**src/rtl/reg_file_pkg.sv**
```systemverilog
// Shared types and default sizes for the 2-read/1-write register file.
package reg_file_pkg;

  typedef enum logic {IDLE = 1'b0, CLEAR = 1'b1} clr_state_t;

  localparam int DEF_WIDTH = 16;
  localparam int DEF_DEPTH = 8;

endpackage

```
**src/rtl/rf_clear_seq.sv**
```systemverilog
// Bulk-clear sequencer: walks every entry once, one zero-write per cycle.
module rf_clear_seq
  import reg_file_pkg::*;
#(
  parameter int DEPTH = DEF_DEPTH,
  localparam int AW = $clog2(DEPTH)
) (
  input  logic          CLK,
  input  logic          RST_n,
  input  logic          clr_req,
  output logic [AW-1:0] clr_addr,
  output logic          clr_we,
  output logic          busy,
  output logic          clr_done
);

  localparam logic [AW-1:0] LAST = AW'(DEPTH - 1);

  clr_state_t    state;
  logic [AW-1:0] cnt;

  always_ff @(posedge CLK or negedge RST_n) begin
    if (!RST_n) begin
      state    <= IDLE;
      cnt      <= '0;
      busy     <= 1'b0;
      clr_done <= 1'b0;
    end else begin
      clr_done <= 1'b0;
      if (state == IDLE) begin
        if (clr_req) begin
          state <= CLEAR;
          busy  <= 1'b1;
          cnt   <= '0;
        end
      end else begin
        // Final entry is being zeroed on this edge; done pulses next cycle.
        if (cnt == LAST) begin
          state    <= IDLE;
          busy     <= 1'b0;
          clr_done <= 1'b1;
          cnt      <= '0;
        end else begin
          cnt <= cnt + 1'b1;
        end
      end
    end
  end

  assign clr_we   = (state == CLEAR);
  assign clr_addr = cnt;

endmodule

```
**src/rtl/reg_file_2r1w.sv**
```systemverilog
// Byte-strobed register file with two registered read ports and a bulk clear.
// Define RF_BYPASS_EN to forward same-cycle write data to a matching read.
module reg_file_2r1w
  import reg_file_pkg::*;
#(
  parameter int WIDTH = DEF_WIDTH,
  parameter int DEPTH = DEF_DEPTH,
  localparam int AW = $clog2(DEPTH),
  localparam int NB = WIDTH / 8
) (
  input  logic             CLK,
  input  logic             RST_n,
  input  logic             WrEn,
  input  logic [AW-1:0]    WrAddr,
  input  logic [WIDTH-1:0] WrData,
  input  logic [NB-1:0]    WrStrb,
  input  logic             RdEnA,
  input  logic [AW-1:0]    RdAddrA,
  input  logic             RdEnB,
  input  logic [AW-1:0]    RdAddrB,
  output logic [WIDTH-1:0] RdDataA,
  output logic [WIDTH-1:0] RdDataB,
  output logic             RdValidA,
  output logic             RdValidB,
  input  logic             ClrReq,
  output logic             Busy,
  output logic             ClrDone,
  output logic             AddrErr
);

  localparam logic [AW:0] DEPTH_L = (AW + 1)'(DEPTH);

  function automatic logic [WIDTH-1:0] merge_bytes(input logic [WIDTH-1:0] old_w,
                                                   input logic [WIDTH-1:0] new_w,
                                                   input logic [NB-1:0]    strb);
    logic [WIDTH-1:0] r;
    r = old_w;
    for (int k = 0; k < NB; k++)
      if (strb[k]) r[8*k +: 8] = new_w[8*k +: 8];
    return r;
  endfunction

  function automatic logic in_range(input logic [AW-1:0] a);
    return {1'b0, a} < DEPTH_L;
  endfunction

  logic [WIDTH-1:0] mem [DEPTH];
  logic [AW-1:0]    clr_addr;
  logic             clr_we;
  logic             idle_ok, wr_ok, rd_a_go, rd_b_go, err_p0;
  logic [WIDTH-1:0] word_a_p0, word_b_p0;
  logic [WIDTH-1:0] rd_data_a_p1, rd_data_b_p1;
  logic             vld_a_p1, vld_b_p1, err_p1;

  rf_clear_seq #(.DEPTH(DEPTH)) u_clear (
    .CLK      (CLK),
    .RST_n    (RST_n),
    .clr_req  (ClrReq),
    .clr_addr (clr_addr),
    .clr_we   (clr_we),
    .busy     (Busy),
    .clr_done (ClrDone)
  );

  // A clear request in the same cycle wins over any access.
  assign idle_ok = !Busy && !ClrReq;
  assign wr_ok   = WrEn && idle_ok && in_range(WrAddr);
  assign rd_a_go = RdEnA && idle_ok;
  assign rd_b_go = RdEnB && idle_ok;
  assign err_p0  = idle_ok && ((WrEn  && !in_range(WrAddr))  ||
                               (RdEnA && !in_range(RdAddrA)) ||
                               (RdEnB && !in_range(RdAddrB)));

  // Stage p0: array lookup; out-of-range addresses match nothing and read 0.
  always_comb begin
    word_a_p0 = '0;
    word_b_p0 = '0;
    for (int i = 0; i < DEPTH; i++) begin
      if (RdAddrA == i[AW-1:0]) word_a_p0 = mem[i];
      if (RdAddrB == i[AW-1:0]) word_b_p0 = mem[i];
    end
`ifdef RF_BYPASS_EN
    if (wr_ok && (WrAddr == RdAddrA)) word_a_p0 = merge_bytes(word_a_p0, WrData, WrStrb);
    if (wr_ok && (WrAddr == RdAddrB)) word_b_p0 = merge_bytes(word_b_p0, WrData, WrStrb);
`endif
  end

  always_ff @(posedge CLK or negedge RST_n) begin
    if (!RST_n) begin
      for (int i = 0; i < DEPTH; i++) mem[i] <= '0;
    end else begin
      for (int i = 0; i < DEPTH; i++) begin
        if (clr_we && (clr_addr == i[AW-1:0]))
          mem[i] <= '0;
        else if (wr_ok && (WrAddr == i[AW-1:0]))
          mem[i] <= merge_bytes(mem[i], WrData, WrStrb);
      end
    end
  end

  // Stage p1: registered read data, valids and address-error pulse.
  always_ff @(posedge CLK or negedge RST_n) begin
    if (!RST_n) begin
      rd_data_a_p1 <= '0;
      rd_data_b_p1 <= '0;
      vld_a_p1     <= 1'b0;
      vld_b_p1     <= 1'b0;
      err_p1       <= 1'b0;
    end else begin
      vld_a_p1 <= rd_a_go;
      vld_b_p1 <= rd_b_go;
      err_p1   <= err_p0;
      if (rd_a_go) rd_data_a_p1 <= word_a_p0;
      if (rd_b_go) rd_data_b_p1 <= word_b_p0;
    end
  end

  assign RdDataA  = rd_data_a_p1;
  assign RdDataB  = rd_data_b_p1;
  assign RdValidA = vld_a_p1;
  assign RdValidB = vld_b_p1;
  assign AddrErr  = err_p1;

endmodule

```
**config.mk**
```make
export PLATFORM = sky130hd
export DESIGN_NAME = reg_file_2r1w
export DESIGN_NICKNAME = d
export VERILOG_FILES = /design/src/rtl/reg_file_pkg.sv /design/src/rtl/rf_clear_seq.sv /design/src/rtl/reg_file_2r1w.sv
export SDC_FILE = /design/constraint.sdc
export NUM_CORES = 1
export LEC_CHECK = 0
export BUFFER_PORTS_ARGS = -buffer_cell sky130_fd_sc_hd__buf_2
export CAP_MARGIN = 20
export CORE_MARGIN = 1
export CORE_UTILIZATION = 30
export CTS_CLUSTER_DIAMETER = 200
export CTS_CLUSTER_SIZE = 16
export DETAILED_ROUTE_END_ITERATION = 12
export PLACE_DENSITY = 0.49
export SLEW_MARGIN = 25
export SYNTH_ARGS = -nofsm -noshare
export SYNTH_HDL_FRONTEND = slang
export SYNTH_SLANG_ARGS = --single-unit
```
**constraint.sdc**
```tcl
create_clock -name CLK -period 1.6 [get_ports CLK]
set_input_delay 0.16 -clock CLK [delete_from_list [all_inputs] [get_ports CLK]]
set_output_delay 0.16 -clock CLK [all_outputs]
set_load 0.01 [all_outputs]
```
==> metrics.sh, run 1 <==
LARGEST_NET_DEGREE_AT_THE_START_OF_GLOBAL_ROUTING=47
CPMAXSTAGEDELAYCELL='sky130_fd_sc_hd__dfrtp_2'
YOSYSTOPAREACELLSHARE_PCT=45.9
SYNTHADDERAREAFRAC_PCT=0.820
VIAS=8008
SYNTH_ENABLE_FLOP_CELLS=0
CRITICAL_PATH.MAX_FANOUT=8
ROWS=63
WORST_R2R_PATH_DEPTH=7
FLOORPLAN.DIE.HEIGHT_UM=177
YOSYS.AREA_SHARE.SIMPLE_PCT=17.6
FIRST_GLOBAL_VIAS=8067
AREA_USED_BY_SEQUENTIAL_LOGIC_IN_THE_LAYOUT_MM2=0.00421
TIMING.CRITICAL_PATH.ARRIVAL_NS=2.01
SYN_AREA_MM2=0.00916
CLK_PATH_BUF_DEPTH=2
SYNTH.MUX.AREA_FRACTION_PCT=16.7
SYNTH.AVG_CELL_AREA_UM2=9.33
GRT_UTIL_ALL_LAYERS_PCT=22.2
IO_PINS=70
CLKSINKCOUNT=168
REGTOREGSTARTPOINT='u_clear.busy'
CELLLEAKAGEPOWER_nW=5.33
DETAIL_ROUTE.DRC_VIOLATIONS=0
DIE_W_UM=177
HOLD_VIOL=0
PEAKVDDDROP_mV=0.790
CTS_INSERTED_BUFFERS=17
ANTENNA_FOUND_INITIAL=0
WORSTMARGINPINSLEW_NS=0.583
ROUTED_WL_UM=33500
OUTCOME='complete, but fails checks'
FINAL_ANTENNA_NET_COUNT=0
SWSHARE_PCT=35.1
WORST_REG2REG_ENDPOINT='mem[115]'
INTERNAL-POWER_mW=9.30
FINAL_LAYOUT_WORST_HOLD_SLACK_NS=0.0751
SYNTH_NETS=1020
FMAXACHIEVABLE_MHz=594
REQUIRED_NS=1.92
STARTPOINT_TYPE='flip-flop'
R2R_SETUP_SLACK_NS=-0.08
SYNTH_COMPOUND_GATE_AREA_SHARE_PCT=14.5
H-TREE-DEPTH=4
SLEW_VIOLATIONS=0
NUM_ANTENNA_CELLS=0
CLOCK_INSERTION_DELAY_WORST_SKEW_NS=0.44
DRT-VIAS-PER-INSTANCE=5.32
SLEW-LIMIT-HEADROOM_PCT=61.0
VIOLATIONS='negative setup slack'
YS.FLOP_TYPE='sky130_fd_sc_hd__dfrtp_1'
SWITCHINGPOWER_mW=5.02
LAYOUT.CELL_AREA.NON_FILLER_MM2=0.0117
PLACE_WS_NS=-0.186
DESIGN.CORE.AREA_MM2=0.0298
POST_SYNTHESIS_XOR_XNOR_AREA_FRACTION_PCT=0
CRIT_CHAIN='nor4b_4 > nand2_2 > buf_6 > nor3_4 > buf_12 > mux2i_1 > nor2_1'
SETUP_WS_NS=-0.0828
CTS-ROOT-BUF='sky130_fd_sc_hd__clkbuf_16'
WORSTHOLDPATHCELLS=3
FRACTION_OF_LAYOUT_CELLS_WITH_A_SIZE_SUFFIX_ABOVE_1_PCT=27.2
DIE_AREA_MM2=0.0312
POST_PLACEMENT_CELL_COUNT=1471
NNETSFINAL=1142
SOURCE_OF_THE_WORST_HOLD_TIMING_PATH='WrData[7]'
SYNTH_TOP_FAMILY_BY_AREA='simple AND/OR/NAND/NOR gates'
DP.FINAL_HPWL_UM=24400
NETLIST.TOP_CELL.BY_AREA='sky130_fd_sc_hd__dfrtp_1'
INSTANCES_NO_FILL=1506
CRITICALPATHCATEGORY='flip-flop to flip-flop'
GRT_FIRST_PASS_WIRELENGTH_UM=50700
FIN_SETUP_TNS_NS=-2.19
FIN_SKEW_NS=0.0137
MIN_PERIOD_NS=1.68
INITIAL_CORE_UTIL_PCT=30.7
TOTAL_NUMBER_OF_YOSYS_WARNINGS=0
SYNTH-ASYNC-RESET-RATIO_PCT=100
COMB_POWER_SHARE_PCT=30.5
ENDPOINT_KIND='flip-flop'
TIMING.CRITICAL_PATH.SLOWEST_CELL_DELAY_NS=0.44
WORSTPATHBUFFERINVERTERCOUNT=2
WORSTHOLDPATHTYPE='primary input to flip-flop'
YS_TOP_CELLS_BY_AREA='sky130_fd_sc_hd__dfrtp_1 46%, sky130_fd_sc_hd__mux2i_1 13%, sky130_fd_sc_hd__nor2_1 6.2%'
POWER.SHARE.SEQUENTIAL_PCT=40.5
CPLARGESTDELAYFAMILY='simple AND/OR/NAND/NOR gates'
AREAL_POWER_DENSITY_OVER_THE_CELLS_mW_PER_MM2=1230
POWER_FRAC_CLOCK_PCT=29.0
GRT_SETUP_UNREPAIRED='yes'
YOSYSSEQAREASHARE_PCT=45.9
LAYOUT_WORST_PATH_CYCLE_SHARE_PCT=105
DRT-INITIAL-DRC-COUNT=541
LAYOUT-AREA-OVERHEAD-VS-SYNTH_PCT=27.4
WL_PER_CELL_UM=22.2
SYN-INSTANCE-COUNT=981
DETAILED_ROUTER_ITERATION_COUNT_BEFORE_ANTENNA_REPAIR=5
MIN_TO='mem[39]'
NUM-FILL-CELLS=3080
YOSYS.CELL_TYPES.COUNT=41
MULTI_INPUT_COMB_AREA_MM2=0.00471
DETAILED_PLACE.AREA_MM2=0.0109
FINAL-SETUP-VIOL-COUNT=58
PORTBUFFERS=68
MAXCAPVIOLATIONS=0
SYNTH.FF_LATCH_COUNT=168
GRT_OVF=0
CLK_PIN_SLEW_WORST_PATHS_NS=0.08
CTS_TREE='built'
PLACE_CONGESTION=0.933
[tightest hold or removal path, delay by kind of cell]
family	cells	cell delay [ns]
AOI/OAI and AO/OA	1	0.05
buffers and inverters	1	0.17
and+or+nand+nor	1	0.09
[worst max-delay path by stage]
stage / start / slack (ns) / depth (start not counted) / end
after floorplan: u_clear.busy / -0.12 / 5 / mem[64]
after global placement: RdAddrA[2] / -0.18 / 8 / RdDataA[0]
after detailed placement: u_clear.busy / -0.19 / 7 / mem[64]
after CTS: u_clear.busy / -0.09 / 7 / mem[115]
after global routing: u_clear.busy / -0.20 / 7 / mem[117]
final: u_clear.busy / -0.08 / 7 / mem[115]
[metal layers]
| layer | wire length, µm | global-route usage, % |
|---|---|---|
| met1 | 14800 | 28.8 |
| met2 | 15900 | 36.1 |
| met3 | 1790 | 4.30 |
| met4 | 1030 | 8.62 |
| met5 | 0 | 0 |
[flip-flops by register name (all words and copies together) (netlist names)]
register / flops
mem: 128
u_clear.busy: 1
RdValidB: 1
RdValidA: 1
u_clear.clr_we: 1
RdDataA: 16
u_clear.clr_done: 1
u_clear.clr_addr: 3
RdDataB: 16
[cell usage after synthesis, drive strengths merged (11+ instances only)]
cell / count
dfrtp: 168
nor2: 158
mux2i: 118
a21oi: 82
nand2: 76
nand3: 57
o21ai: 54
clkbuf: 53
buf: 36
o22ai: 32
mux2: 21
o211ai: 11
o221a: 11
[timing repair]
action                     4_1_cts  5_1_grt
setup endpoints to repair      144      146
resized for setup               28       28
hold endpoints to repair       127        0
setup buffers                    1        0
cloned                           0        1
hold buffers                     1        0
pin swaps                       10        9
[cell type report]
cell class,count,area share [%]
Clock buffer,19,3.80
Timing Repair Buffer,192,14.2
Sequential cell,168,36.0
Clock inverter,13,1.13
Tap cell,390,4.18
Multi-Input combinational cell,716,40.4
Inverter,8,0.257
[per-stage QoR]
stage / power (mW) / utilization, %
after floorplan: 8.06 / -
after global placement: 10.1 / 36.4
after detailed placement: 10.2 / 36.4
after CTS: 14.4 / 38.7
after global routing: 15.1 / 39.2
final: 14.3 / 39.2
[cells in the final DEF (no fill, tap or decap), types with 21 or more instances in the layout]
cell and count:
sky130_fd_sc_hd__nand3_1 54, sky130_fd_sc_hd__buf_12 26, sky130_fd_sc_hd__a21oi_1 78, sky130_fd_sc_hd__nand2_1 66, sky130_fd_sc_hd__o21ai_0 54, sky130_fd_sc_hd__buf_4 82, sky130_fd_sc_hd__mux2_2 21, sky130_fd_sc_hd__dfrtp_1 167
sky130_fd_sc_hd__nor2_1 147, sky130_fd_sc_hd__o22ai_1 32, sky130_fd_sc_hd__mux2i_1 118, sky130_fd_sc_hd__buf_2 68
[power by group through the flow]
| stage | sequential (mW) | clock, mW | combinational, mW |
|---|---|---|---|
| after floorplan | 5.84 | 0 | 2.21 |
| after detailed placement | 5.87 | 0 | 4.32 |
| after global placement | 5.86 | 0 | 4.28 |
| final | 5.80 | 4.15 | 4.37 |
| after CTS | 5.80 | 4.25 | 4.38 |
| after global routing | 5.91 | 4.39 | 4.79 |
[logic make-up after synthesis]
group,Yosys count
adder cells (fa/ha/maj),6
flip-flops,168
multiplexers,144
other,1
buffers and inverters,97
AND/OR/NAND/NOR,344
AO/OA/AOI/OAI,221
(Power assumes the default switching activity.)
==> run 2, diff against run 1 <==
--- a/config.mk
+++ b/config.mk
@@ -7,7 +7,7 @@
 export LEC_CHECK = 0
 export BUFFER_PORTS_ARGS = -buffer_cell sky130_fd_sc_hd__buf_2
 export CAP_MARGIN = 20
-export CORE_MARGIN = 1
+export CORE_MARGIN = 8
 export CORE_UTILIZATION = 30
 export CTS_CLUSTER_DIAMETER = 200
 export CTS_CLUSTER_SIZE = 16
==> metrics.sh, run 2 (synthesis results as in run 1) <==
OUTCOME='complete, but fails checks'
VIOLATIONS='negative setup slack'
LAYOUT.CELL_AREA.NON_FILLER_MM2=0.0124  # +6.2%
LAYOUT.CELLS.MOST_COMMON_LIST='168 x sky130_fd_sc_hd__dfrtp_1, 151 x sky130_fd_sc_hd__nor2_1, 118 x sky130_fd_sc_hd__mux2i_1'
DETAILED_PLACE.AREA_MM2=0.0109  # +0.16%
DP.FINAL_HPWL_UM=24100  # -1.0%
LARGEST-REGISTER='mem'
CTS-ROOT-BUF='sky130_fd_sc_hd__clkbuf_16'
WORST_REG2REG_ENDPOINT='mem[115]'
CLK_PATH_BUF_DEPTH=2  # unchanged
SETUP_WS_NS=-0.0530  # +0.0298 ns
WORSTHOLDPATHTYPE='primary input to flip-flop'
FINAL_ANTENNA_NET_COUNT=0  # unchanged
FIN_SETUP_TNS_NS=-1.09  # +1.11 ns
FIRST_GLOBAL_VIAS=7944  # -1.5%
CRITICALPATHCATEGORY='flip-flop to flip-flop'
LAYOUT_WORST_PATH_CYCLE_SHARE_PCT=103  # -1.9 points
GRT_SETUP_UNREPAIRED='yes'
CLK_PIN_SLEW_WORST_PATHS_NS=0.07  # about the same
INTERNAL-POWER_mW=9.97  # +7.2%
PLACE_CONGESTION=0.875  # -6.2%
ROWS=64  # +1.6%
DIE_W_UM=191  # +7.9%
STARTPOINT_TYPE='flip-flop'
R2R_SETUP_SLACK_NS=-0.05  # +0.03 ns
CLKSINKCOUNT=168  # unchanged
CRITICAL_PATH.MAX_FANOUT=8  # unchanged
FINAL_LAYOUT_WORST_HOLD_SLACK_NS=0.0243  # -0.0508 ns
PORTBUFFERS=68  # unchanged
FRACTION_OF_LAYOUT_CELLS_WITH_A_SIZE_SUFFIX_ABOVE_1_PCT=32.7  # +5.6 points
CTS_TREE='built'
GRT_FIRST_PASS_WIRELENGTH_UM=50000  # -1.5%
POST_PLACEMENT_CELL_COUNT=1480  # +0.61%
SLEW_VIOLATIONS=0  # unchanged
SETUP.WORST_PATH.START='u_clear.busy'
POWER.SHARE.SEQUENTIAL_PCT=38.5  # -2.0 points
NUM_ANTENNA_CELLS=0  # unchanged
DETAIL_ROUTE.DRC_VIOLATIONS=0  # unchanged
ENDPOINT_KIND='flip-flop'
GRT_OVF=0  # unchanged
ANTENNA_FOUND_INITIAL=0  # unchanged
AREAL_POWER_DENSITY_OVER_THE_CELLS_mW_PER_MM2=1210  # -1.3%
CELLLEAKAGEPOWER_nW=5.54  # +4.0%
REQUIRED_NS=1.92  # about the same
WORST_R2R_PATH_DEPTH=6  # -1
FIN_SKEW_NS=0.00930  # -0.00439 ns
INSTANCES_NO_FILL=1530  # +1.6%
SWITCHINGPOWER_mW=5.05  # +0.64%
HOLD_VIOL=0  # unchanged
TIMING.CRITICAL_PATH.ARRIVAL_NS=1.97  # -0.04 ns
DESIGN.CORE.AREA_MM2=0.0303  # +1.9%
WL_PER_CELL_UM=22.2  # -0.32%
LARGEST_REG_FLOPS=128  # unchanged
WORSTHOLDPATHCELLS=2  # -1
MIN_PERIOD_NS=1.65  # -0.0298 ns
LARGEST_NET_DEGREE_AT_THE_START_OF_GLOBAL_ROUTING=44  # -6.4%
PEAKVDDDROP_mV=0.750  # -5.0%
DIE_AREA_MM2=0.0364  # +16%
H-TREE-DEPTH=4  # unchanged
FINAL-SETUP-VIOL-COUNT=57  # -1.7%
ROUTED_WL_UM=33900  # +1.3%
IO_PINS=70  # unchanged
GRT_UTIL_ALL_LAYERS_PCT=18.1  # -4.1 points
NNETSFINAL=1160  # +1.6%
MOSTFREQUENTLAYOUTCELL='sky130_fd_sc_hd__dfrtp_1'
FMAXACHIEVABLE_MHz=605  # +1.8%
REGTOREGSTARTPOINT='u_clear.busy'
CLOCK_INSERTION_DELAY_WORST_SKEW_NS=0.44  # about the same
FLOORPLAN.DIE.HEIGHT_UM=191  # +7.9%
INITIAL_CORE_UTIL_PCT=30.2  # -0.56 points
DRT-VIAS-PER-INSTANCE=5.37  # +0.91%
WORSTSETUPENDPOINT='mem[115]'
MAXCAPVIOLATIONS=0  # unchanged
WORSTMARGINPINSLEW_NS=0.631  # +0.0488 ns
COMB_POWER_SHARE_PCT=30.9  # +0.4 points
DRT-INITIAL-DRC-COUNT=576  # +6.5%
POWER_FRAC_CLOCK_PCT=30.6  # +1.6 points
CTS_INSERTED_BUFFERS=17  # unchanged
SWSHARE_PCT=33.6  # -1.4 points
LAYOUT-AREA-OVERHEAD-VS-SYNTH_PCT=35.4
SLEW-LIMIT-HEADROOM_PCT=57.8  # -3.2 points
VIAS=8210  # +2.5%
DETAILED_ROUTER_ITERATION_COUNT_BEFORE_ANTENNA_REPAIR=5  # unchanged
run 2: cell types whose count changed in the layout (fill, tap and decap cells not counted), sizes merged:
cell    before  now
buf        191  205
inv         15    8
clkbuf      19   24
bufinv       1    5
clkinv       2    4
run 2: worst min-delay path by stage:
| stage | endpoint | from | slack (ns) |
|---|---|---|---|
| 3_3_place_gp | mem[102] | RST_n | 0.14 |
| 6_report | u_clear.clr_addr[2] | ClrReq | 0.02 |
| 5_1_grt | u_clear.clr_we | ClrReq | 0.04 |
| 3_5_place_dp | mem[102] | RST_n | 0.14 |
| 4_1_cts | u_clear.clr_addr[2] | ClrReq | 0.007 |
| 2_1_floorplan | RdDataA[0] | RST_n | -0.14 |
run 2: layout make-up:
cell class,count,area [µm²]
clock buffer,20,437
clock inverter,12,200
fill,3021,18000
inverter,8,30.0
multi-input combinational,716,5090
sequential,168,4200
tap,396,495
timing repair buffer,210,1940
run 2: worst max-delay path, stage by stage, from the launching register on:
cell and delay, ns:
sky130_fd_sc_hd__dfrtp_1 0.42, sky130_fd_sc_hd__nor4b_4 0.29, sky130_fd_sc_hd__nand2_2 0.21, sky130_fd_sc_hd__nor3_4 0.19
sky130_fd_sc_hd__buf_12 0.17, sky130_fd_sc_hd__mux2i_1 0.19, sky130_fd_sc_hd__nor2_1 0.05
run 2: timing repair:
item	CTS	global route
setup endpoints to repair	158	153
pin swaps	7	49
buffers inserted	2	11
cloned	0	5
endpoints found under the hold margin	36	0
gates resized for setup	30	116
hold buffers	1	0
run 2: per-layer routing:
metal,routed length (µm),global-route usage [%],up-vias
met4,808,6.09,0
met5,0,0,-
met1,15300,23.8,4179
met3,1530,2.82,42
met2,16300,29.9,226
li1,-,-,3763
run 2: metrics by stage:
step	power [mW]	utilization (%)	worst slack, ns
CTS	14.7	38.3	-0.0911
global route	15.8	40.8	-0.166
finish	15.0	40.8	-0.0530
floorplan	8.06	-	-0.119
global placement	10.0	35.8	-0.193
detailed placement	10.1	35.8	-0.185
run 2: power by group through the flow:
| stage | clock network, mW | registers (mW) | logic (mW) |
|---|---|---|---|
| after floorplan | 0 | 5.84 | 2.21 |
| after global placement | 0 | 5.83 | 4.19 |
| after detailed placement | 0 | 5.83 | 4.22 |
| after CTS | 4.68 | 5.76 | 4.29 |
| after global routing | 4.86 | 5.91 | 5.04 |
| final | 4.60 | 5.79 | 4.64 |
